`src/rtl/udp_frame_writer.sv`:
```
// udp_frame_writer: steers UDP payload bytes into the double-buffered LED-cube frame RAM.
// Port high byte picks the panel, low byte the chunk; panel 0xFF packets request a bank swap.
module udp_frame_writer #(
    parameter int PANEL_BITS = 3,
    parameter int CHUNK_BITS = 4,
    parameter int BYTE_BITS  = 8,
    localparam int AW = 1 + PANEL_BITS + CHUNK_BITS + BYTE_BITS
) (
    input  logic          clk,
    input  logic          rst,
    input  logic          s_valid,
    input  logic          s_last,
    input  logic [15:0]   s_dst_port,
    input  logic [7:0]    s_data,
    output logic          s_ready,
    output logic          wr_en,
    output logic [AW-1:0] wr_addr,
    output logic [7:0]    wr_data,
    output logic          display_bank,
    output logic          swap_req,
    input  logic          swap_ack,
    output logic [15:0]   pkt_ok,
    output logic [15:0]   pkt_drop
);
    typedef enum logic [1:0] {
        IDLE      = 2'd0,
        WRITE     = 2'd1,
        DROP      = 2'd2,
        SWAP_WAIT = 2'd3
    } state_t;

    state_t                state_r, state_s;
    logic [PANEL_BITS-1:0] panel_r, panel_s;
    logic [CHUNK_BITS-1:0] chunk_r, chunk_s;
    // One extra bit so the index can sit at "one past the last byte" without wrapping.
    logic [BYTE_BITS:0]    byte_idx_r, byte_idx_s;
    logic                  bank_r, bank_s;
    logic                  ctrl_r, ctrl_s;
    logic                  ovf_r, ovf_s;
    logic                  display_bank_r, display_bank_s;
    logic                  ready_r;
    logic                  swap_req_r;
    logic                  wr_en_r, wr_en_s;
    logic [AW-1:0]         wr_addr_r, wr_addr_s;
    logic [7:0]            wr_data_r, wr_data_s;
    logic [15:0]           pkt_ok_r, pkt_ok_s;
    logic [15:0]           pkt_drop_r, pkt_drop_s;
    logic                  xfer_s, is_ctrl_s, bad_port_s;

    assign xfer_s     = s_valid & ready_r;
    assign is_ctrl_s  = (s_dst_port[15:8] == 8'hFF);
    assign bad_port_s = (|(s_dst_port[15:8] >> PANEL_BITS)) | (|(s_dst_port[7:0] >> CHUNK_BITS));

    // Next-state and next-output decode for the packet FSM.
    always_comb begin
        state_s        = state_r;
        panel_s        = panel_r;
        chunk_s        = chunk_r;
        byte_idx_s     = byte_idx_r;
        bank_s         = bank_r;
        ctrl_s         = ctrl_r;
        ovf_s          = ovf_r;
        display_bank_s = display_bank_r;
        wr_en_s        = 1'b0;
        wr_addr_s      = wr_addr_r;
        wr_data_s      = wr_data_r;
        pkt_ok_s       = pkt_ok_r;
        pkt_drop_s     = pkt_drop_r;
        case (state_r)
            IDLE: begin
                if (xfer_s) begin
                    panel_s    = s_dst_port[PANEL_BITS+7:8];
                    chunk_s    = s_dst_port[CHUNK_BITS-1:0];
                    bank_s     = ~display_bank_r;
                    ctrl_s     = is_ctrl_s;
                    ovf_s      = 1'b0;
                    byte_idx_s = {(BYTE_BITS+1){1'b0}};
                    if (is_ctrl_s) begin
                        state_s = s_last ? SWAP_WAIT : DROP;
                    end else if (bad_port_s) begin
                        if (s_last) begin
                            pkt_drop_s = pkt_drop_r + 16'd1;
                        end else begin
                            state_s = DROP;
                        end
                    end else begin
                        wr_en_s    = 1'b1;
                        wr_addr_s  = {~display_bank_r, s_dst_port[PANEL_BITS+7:8],
                                      s_dst_port[CHUNK_BITS-1:0], {BYTE_BITS{1'b0}}};
                        wr_data_s  = s_data;
                        byte_idx_s = {{BYTE_BITS{1'b0}}, 1'b1};
                        if (s_last) begin
                            pkt_ok_s = pkt_ok_r + 16'd1;
                        end else begin
                            state_s = WRITE;
                        end
                    end
                end else begin
                    state_s = IDLE;
                end
            end
            WRITE: begin
                if (xfer_s) begin
                    if (!byte_idx_r[BYTE_BITS]) begin
                        wr_en_s    = 1'b1;
                        wr_addr_s  = {bank_r, panel_r, chunk_r, byte_idx_r[BYTE_BITS-1:0]};
                        wr_data_s  = s_data;
                        byte_idx_s = byte_idx_r + {{BYTE_BITS{1'b0}}, 1'b1};
                    end else begin
                        ovf_s = 1'b1;
                    end
                    if (s_last) begin
                        state_s = IDLE;
                        if (ovf_r | byte_idx_r[BYTE_BITS]) begin
                            pkt_drop_s = pkt_drop_r + 16'd1;
                        end else begin
                            pkt_ok_s = pkt_ok_r + 16'd1;
                        end
                    end else begin
                        state_s = WRITE;
                    end
                end else begin
                    state_s = WRITE;
                end
            end
            DROP: begin
                if (xfer_s && s_last) begin
                    if (ctrl_r) begin
                        state_s = SWAP_WAIT;
                    end else begin
                        state_s    = IDLE;
                        pkt_drop_s = pkt_drop_r + 16'd1;
                    end
                end else begin
                    state_s = DROP;
                end
            end
            SWAP_WAIT: begin
                if (swap_ack) begin
                    display_bank_s = ~display_bank_r;
                    pkt_ok_s       = pkt_ok_r + 16'd1;
                    state_s        = IDLE;
                end else begin
                    state_s = SWAP_WAIT;
                end
            end
            default: begin
                state_s = IDLE;
            end
        endcase
    end

    // State and output registers; s_ready/swap_req are decoded from the next state.
    always_ff @(posedge clk or posedge rst) begin
        if (rst) begin
            state_r        <= IDLE;
            panel_r        <= {PANEL_BITS{1'b0}};
            chunk_r        <= {CHUNK_BITS{1'b0}};
            byte_idx_r     <= {(BYTE_BITS+1){1'b0}};
            bank_r         <= 1'b0;
            ctrl_r         <= 1'b0;
            ovf_r          <= 1'b0;
            display_bank_r <= 1'b0;
            ready_r        <= 1'b0;
            swap_req_r     <= 1'b0;
            wr_en_r        <= 1'b0;
            wr_addr_r      <= {AW{1'b0}};
            wr_data_r      <= 8'd0;
            pkt_ok_r       <= 16'd0;
            pkt_drop_r     <= 16'd0;
        end else begin
            state_r        <= state_s;
            panel_r        <= panel_s;
            chunk_r        <= chunk_s;
            byte_idx_r     <= byte_idx_s;
            bank_r         <= bank_s;
            ctrl_r         <= ctrl_s;
            ovf_r          <= ovf_s;
            display_bank_r <= display_bank_s;
            ready_r        <= (state_s != SWAP_WAIT);
            swap_req_r     <= (state_s == SWAP_WAIT);
            wr_en_r        <= wr_en_s;
            wr_addr_r      <= wr_addr_s;
            wr_data_r      <= wr_data_s;
            pkt_ok_r       <= pkt_ok_s;
            pkt_drop_r     <= pkt_drop_s;
        end
    end

    assign s_ready      = ready_r;
    assign swap_req     = swap_req_r;
    assign display_bank = display_bank_r;
    assign wr_en        = wr_en_r;
    assign wr_addr      = wr_addr_r;
    assign wr_data      = wr_data_r;
    assign pkt_ok       = pkt_ok_r;
    assign pkt_drop     = pkt_drop_r;

endmodule

```
`config.mk`:
```
export PLATFORM = sky130hd
export DESIGN_NAME = udp_frame_writer
export DESIGN_NICKNAME = d
export VERILOG_FILES = /design/src/rtl/udp_frame_writer.sv
export SDC_FILE = /design/constraint.sdc
export NUM_CORES = 1
export LEC_CHECK = 0
export CORE_ASPECT_RATIO = 1.25
export CORE_UTILIZATION = 29
export CTS_CLUSTER_DIAMETER = 120
export DETAILED_ROUTE_END_ITERATION = 16
export PLACE_DENSITY_LB_ADDON = 0.3
export SLEW_MARGIN = 0
export SYNTH_ARGS = -nofsm -noshare
export SYNTH_HDL_FRONTEND = slang
export SYNTH_SLANG_ARGS = --single-unit
```
`constraint.sdc`:
```
create_clock -name clk -period 3 [get_ports clk]
set_input_delay 0.6 -clock clk [delete_from_list [all_inputs] [get_ports clk]]
set_output_delay 0.6 -clock clk [all_outputs]
set_load 0.02 [all_outputs]
```
==> impl_metrics.env <==
export IMPL_crit_required_ps=3210
export IMPL_max_stage_delay_ps=550
export IMPL_clkLatencyLatePin_ps=320
export IMPL_tns_ps=0
export IMPL_cts_path_max_buffers=2
export IMPL_vdd_ir_drop_max_mv=0.447
export IMPL_async_reset_ff_frac=1.00
export IMPL_ys_flop_type="dfrtp_1"
export IMPL_path_cells="clkdlybuf4s50_1, or4_4, o31ai_1, and2_1, buf_4, nand4_1, xnor2_1"
export IMPL_antenna_found_initial=0
export IMPL_synth_edff_count=0
export IMPL_rsz0062_at_grt="false"
export IMPL_postRouteAntennaNets=0
export IMPL_root_buffer="clkbuf_16"
export IMPL_grt_pass1_wl_mm=14.7
export IMPL_drtIter0Drc=99
export IMPL_die_height_um=127
export IMPL_timing_final_hold_violations=0
export IMPL_seq_area_frac_synth=0.561
export IMPL_cts_inserted_buffers=9
export IMPL_finalSetupViolCount=0
export IMPL_rows=45
export IMPL_ys_warn_count=0
export IMPL_clk_pin_slew_worst_paths_ps=60
export IMPL_hold_class="reg2reg"
export IMPL_wl_per_cell_um=13.4
export IMPL_tightest_slew_ps=578
export IMPL_die_area_sq_um=12900
export IMPL_synth_area_sq_um=3610
export IMPL_drc_errors=0
export IMPL_end_kind="flip-flop"
export IMPL_grt_ovfl_total=0
export IMPL_maxCapViolations=0
export IMPL_die_w_um=102
export IMPL_cts_sinks=81
export IMPL_syn_num_nets=394
export IMPL_via_per_inst=4.61
export IMPL_place_gp_congestion=0.803
export IMPL_syn_avg_cell_area_sq_um=9.99
export IMPL_htree_levels=3
export IMPL_p_per_area_nw_per_um2=813
export IMPL_port_buffer_count=88
export IMPL_fin_crit_ps=2490
export IMPL_cts_tree="done"
export IMPL_dr_pass1_iters=4
export IMPL_drive_gt1_frac=0.0672
export IMPL_syn_inst=362
export IMPL_min_period_over_period=0.829
export IMPL_multi_input_comb_area_sq_um=1500
export IMPL_coreArea_sq_um=12200
export IMPL_crit_path_max_fanout=7
export IMPL_grt_total_usage=0.145
export IMPL_fmax_ghz=0.402
export IMPL_synth_seq_cells=81
export IMPL_ioPinCount=89
export IMPL_area_sequential_sq_um=2030
export IMPL_ctsResizeCount=0
export IMPL_crit_type="in2reg"
export IMPL_place_ws_ps=178
export IMPL_ys_types=40
export IMPL_post_route_util=0.413
export IMPL_start_util=0.297
export IMPL_hpwl_mm=6.17
export IMPL_drv_slew=0
export IMPL_status="complete, no violations"
export IMPL_grt_max_degree=33
export IMPL_cp_start_kind="input pin"
export IMPL_fillers=1212
export IMPL_first_global_vias=3058
export IMPL_postCtsHoldBufs=0
export IMPL_leakage_uw=0.00222
export IMPL_nets=488
export IMPL_whs_ps=471
export IMPL_worst_slack_ps=514
export IMPL_area_delta_synth_final_pct=39.0
export IMPL_cp_arrival_ps=2700
export IMPL_antenna_cells=0
export IMPL_crit_slowest_cell="or4_4"
export IMPL_vias=2880
export IMPL_postCtsSetupBuffers=0
export IMPL_finClkSkew_ps=3.30
export IMPL_wirelength_mm=8.39
export IMPL_relSlewSlack=0.614
## metrics by stage
stage	cells	area (sq um)	power (uW)
2_1_floorplan	362	3610	2380
3_3_place_gp	609	4720	2980
3_5_place_dp	609	4720	3020
4_1_cts	625	5030	4150
5_1_grt	625	5030	4360
6_report	625	5030	4090
## registers in the layout (all words and copies together) (netlist names)
name and count:
bank_r 1, display_bank 1, s_ready 1, ovf_r 1
ctrl_r 1, chunk_r 4, state_r 2, wr_data 8
swap_req 1, pkt_ok 16, wr_addr 16, byte_idx_r 9
panel_r 3, wr_en 1, pkt_drop 16
## logic make-up (layout without fill, tap and decap cells)
| family | count (synthesis) | count (layout) | share of synthesized area |
|---|---|---|---|
| adders and majority gates | 3 | 3 | 0.0104 |
| AOI/OAI and AO/OA | 36 | 36 | 0.0599 |
| xor gates and xnor gates | 36 | 36 | 0.0872 |
| buffers and inverters | 20 | 119 | 0.0242 |
| and+or+nand+nor | 177 | 177 | 0.232 |
| DFF | 81 | 81 | 0.561 |
| muxes | 9 | 9 | 0.0256 |
## worst max-delay path: cells and delay by family
| family | cells | cell delay [ps] |
|---|---|---|
| AO/OA/AOI/OAI | 1 | 430 |
| AND/OR/NAND/NOR | 3 | 950 |
| XOR/XNOR | 1 | 150 |
| buffers and inverters | 2 | 570 |
## synthesized netlist by cell type, types with 2 or more instances
cell type / count / share of area
nand4_1: 17 / 0.029
buf_4: 2 / 0.0042
o21ai_0: 19 / 0.026
and4_1: 2 / 0.0048
or3_1: 2 / 0.0035
and3_1: 8 / 0.014
nand3_1: 15 / 0.021
nor4_1: 2 / 0.0035
clkbuf_1: 8 / 0.0083
nor3b_1: 2 / 0.0042
xnor2_1: 22 / 0.053
a22oi_1: 2 / 0.0042
buf_2: 3 / 0.0042
nor2_1: 18 / 0.019
dfrtp_1: 81 / 0.56
ha_1: 3 / 0.010
o31ai_1: 2 / 0.0042
xor2_1: 14 / 0.034
o311ai_0: 2 / 0.0048
nor3_1: 7 / 0.0097
mux2_2: 2 / 0.0062
a22o_1: 2 / 0.0048
a21oi_1: 5 / 0.0069
or4_4: 2 / 0.0062
nand2_1: 91 / 0.094
o21a_1: 2 / 0.0042
mux2i_1: 7 / 0.019
and2_1: 3 / 0.0052
inv_1: 6 / 0.0062
## final timing paths
path / from / end / slack [ps] / cells past startpoint
setup / recovery: s_dst_port[5] / pkt_ok[4] / 510 / 7
hold / removal: panel_r[0] / panel_r[0] / 470 / 2
setup reg to reg: state_r[0] / pkt_drop[13] / 780 / 5
hold reg to reg: panel_r[0] / panel_r[0] / 470 / 2
max in group asynchronous: rst / byte_idx_r[5] / 1700 / 3
min in group asynchronous: rst / wr_data[5] / 640 / 2
## per-layer routing
metal	routed length (um)	up-vias	track usage
met3	392	11	0.0386
met2	4110	65	0.231
li1	-	1428	-
met5	0	-	0
met1	3700	1376	0.180
met4	184	0	0.0681
## where the power goes
part	switching (uW)	total, uW	internal [uW]
combinational	758	1380	623
sequential	235	1590	1360
clock	402	1110	712
## layout by cell type (no fill, tap or decap), drive strengths merged, types with 5 or more instances in the layout
master,count
o21ai,19
clkdlybuf4s50,88
xor2,14
buf,9
nor3,7
nor2,18
inv,5
dfrtp,81
and3,9
nand4,17
nand2,91
mux2i,7
clkbuf,14
xnor2,22
a21oi,5
nand3,15
## final cells by class
type                    instances  area share
clock inverters                 2     0.00697
clock buffers                  14      0.0545
flip-flops and latches         81       0.403
well taps                     164      0.0408
inverters                       6     0.00473
multi-input cells             261       0.298
repair buffers                 97       0.191
No activity file was read; power rests on OpenSTA's default activity.
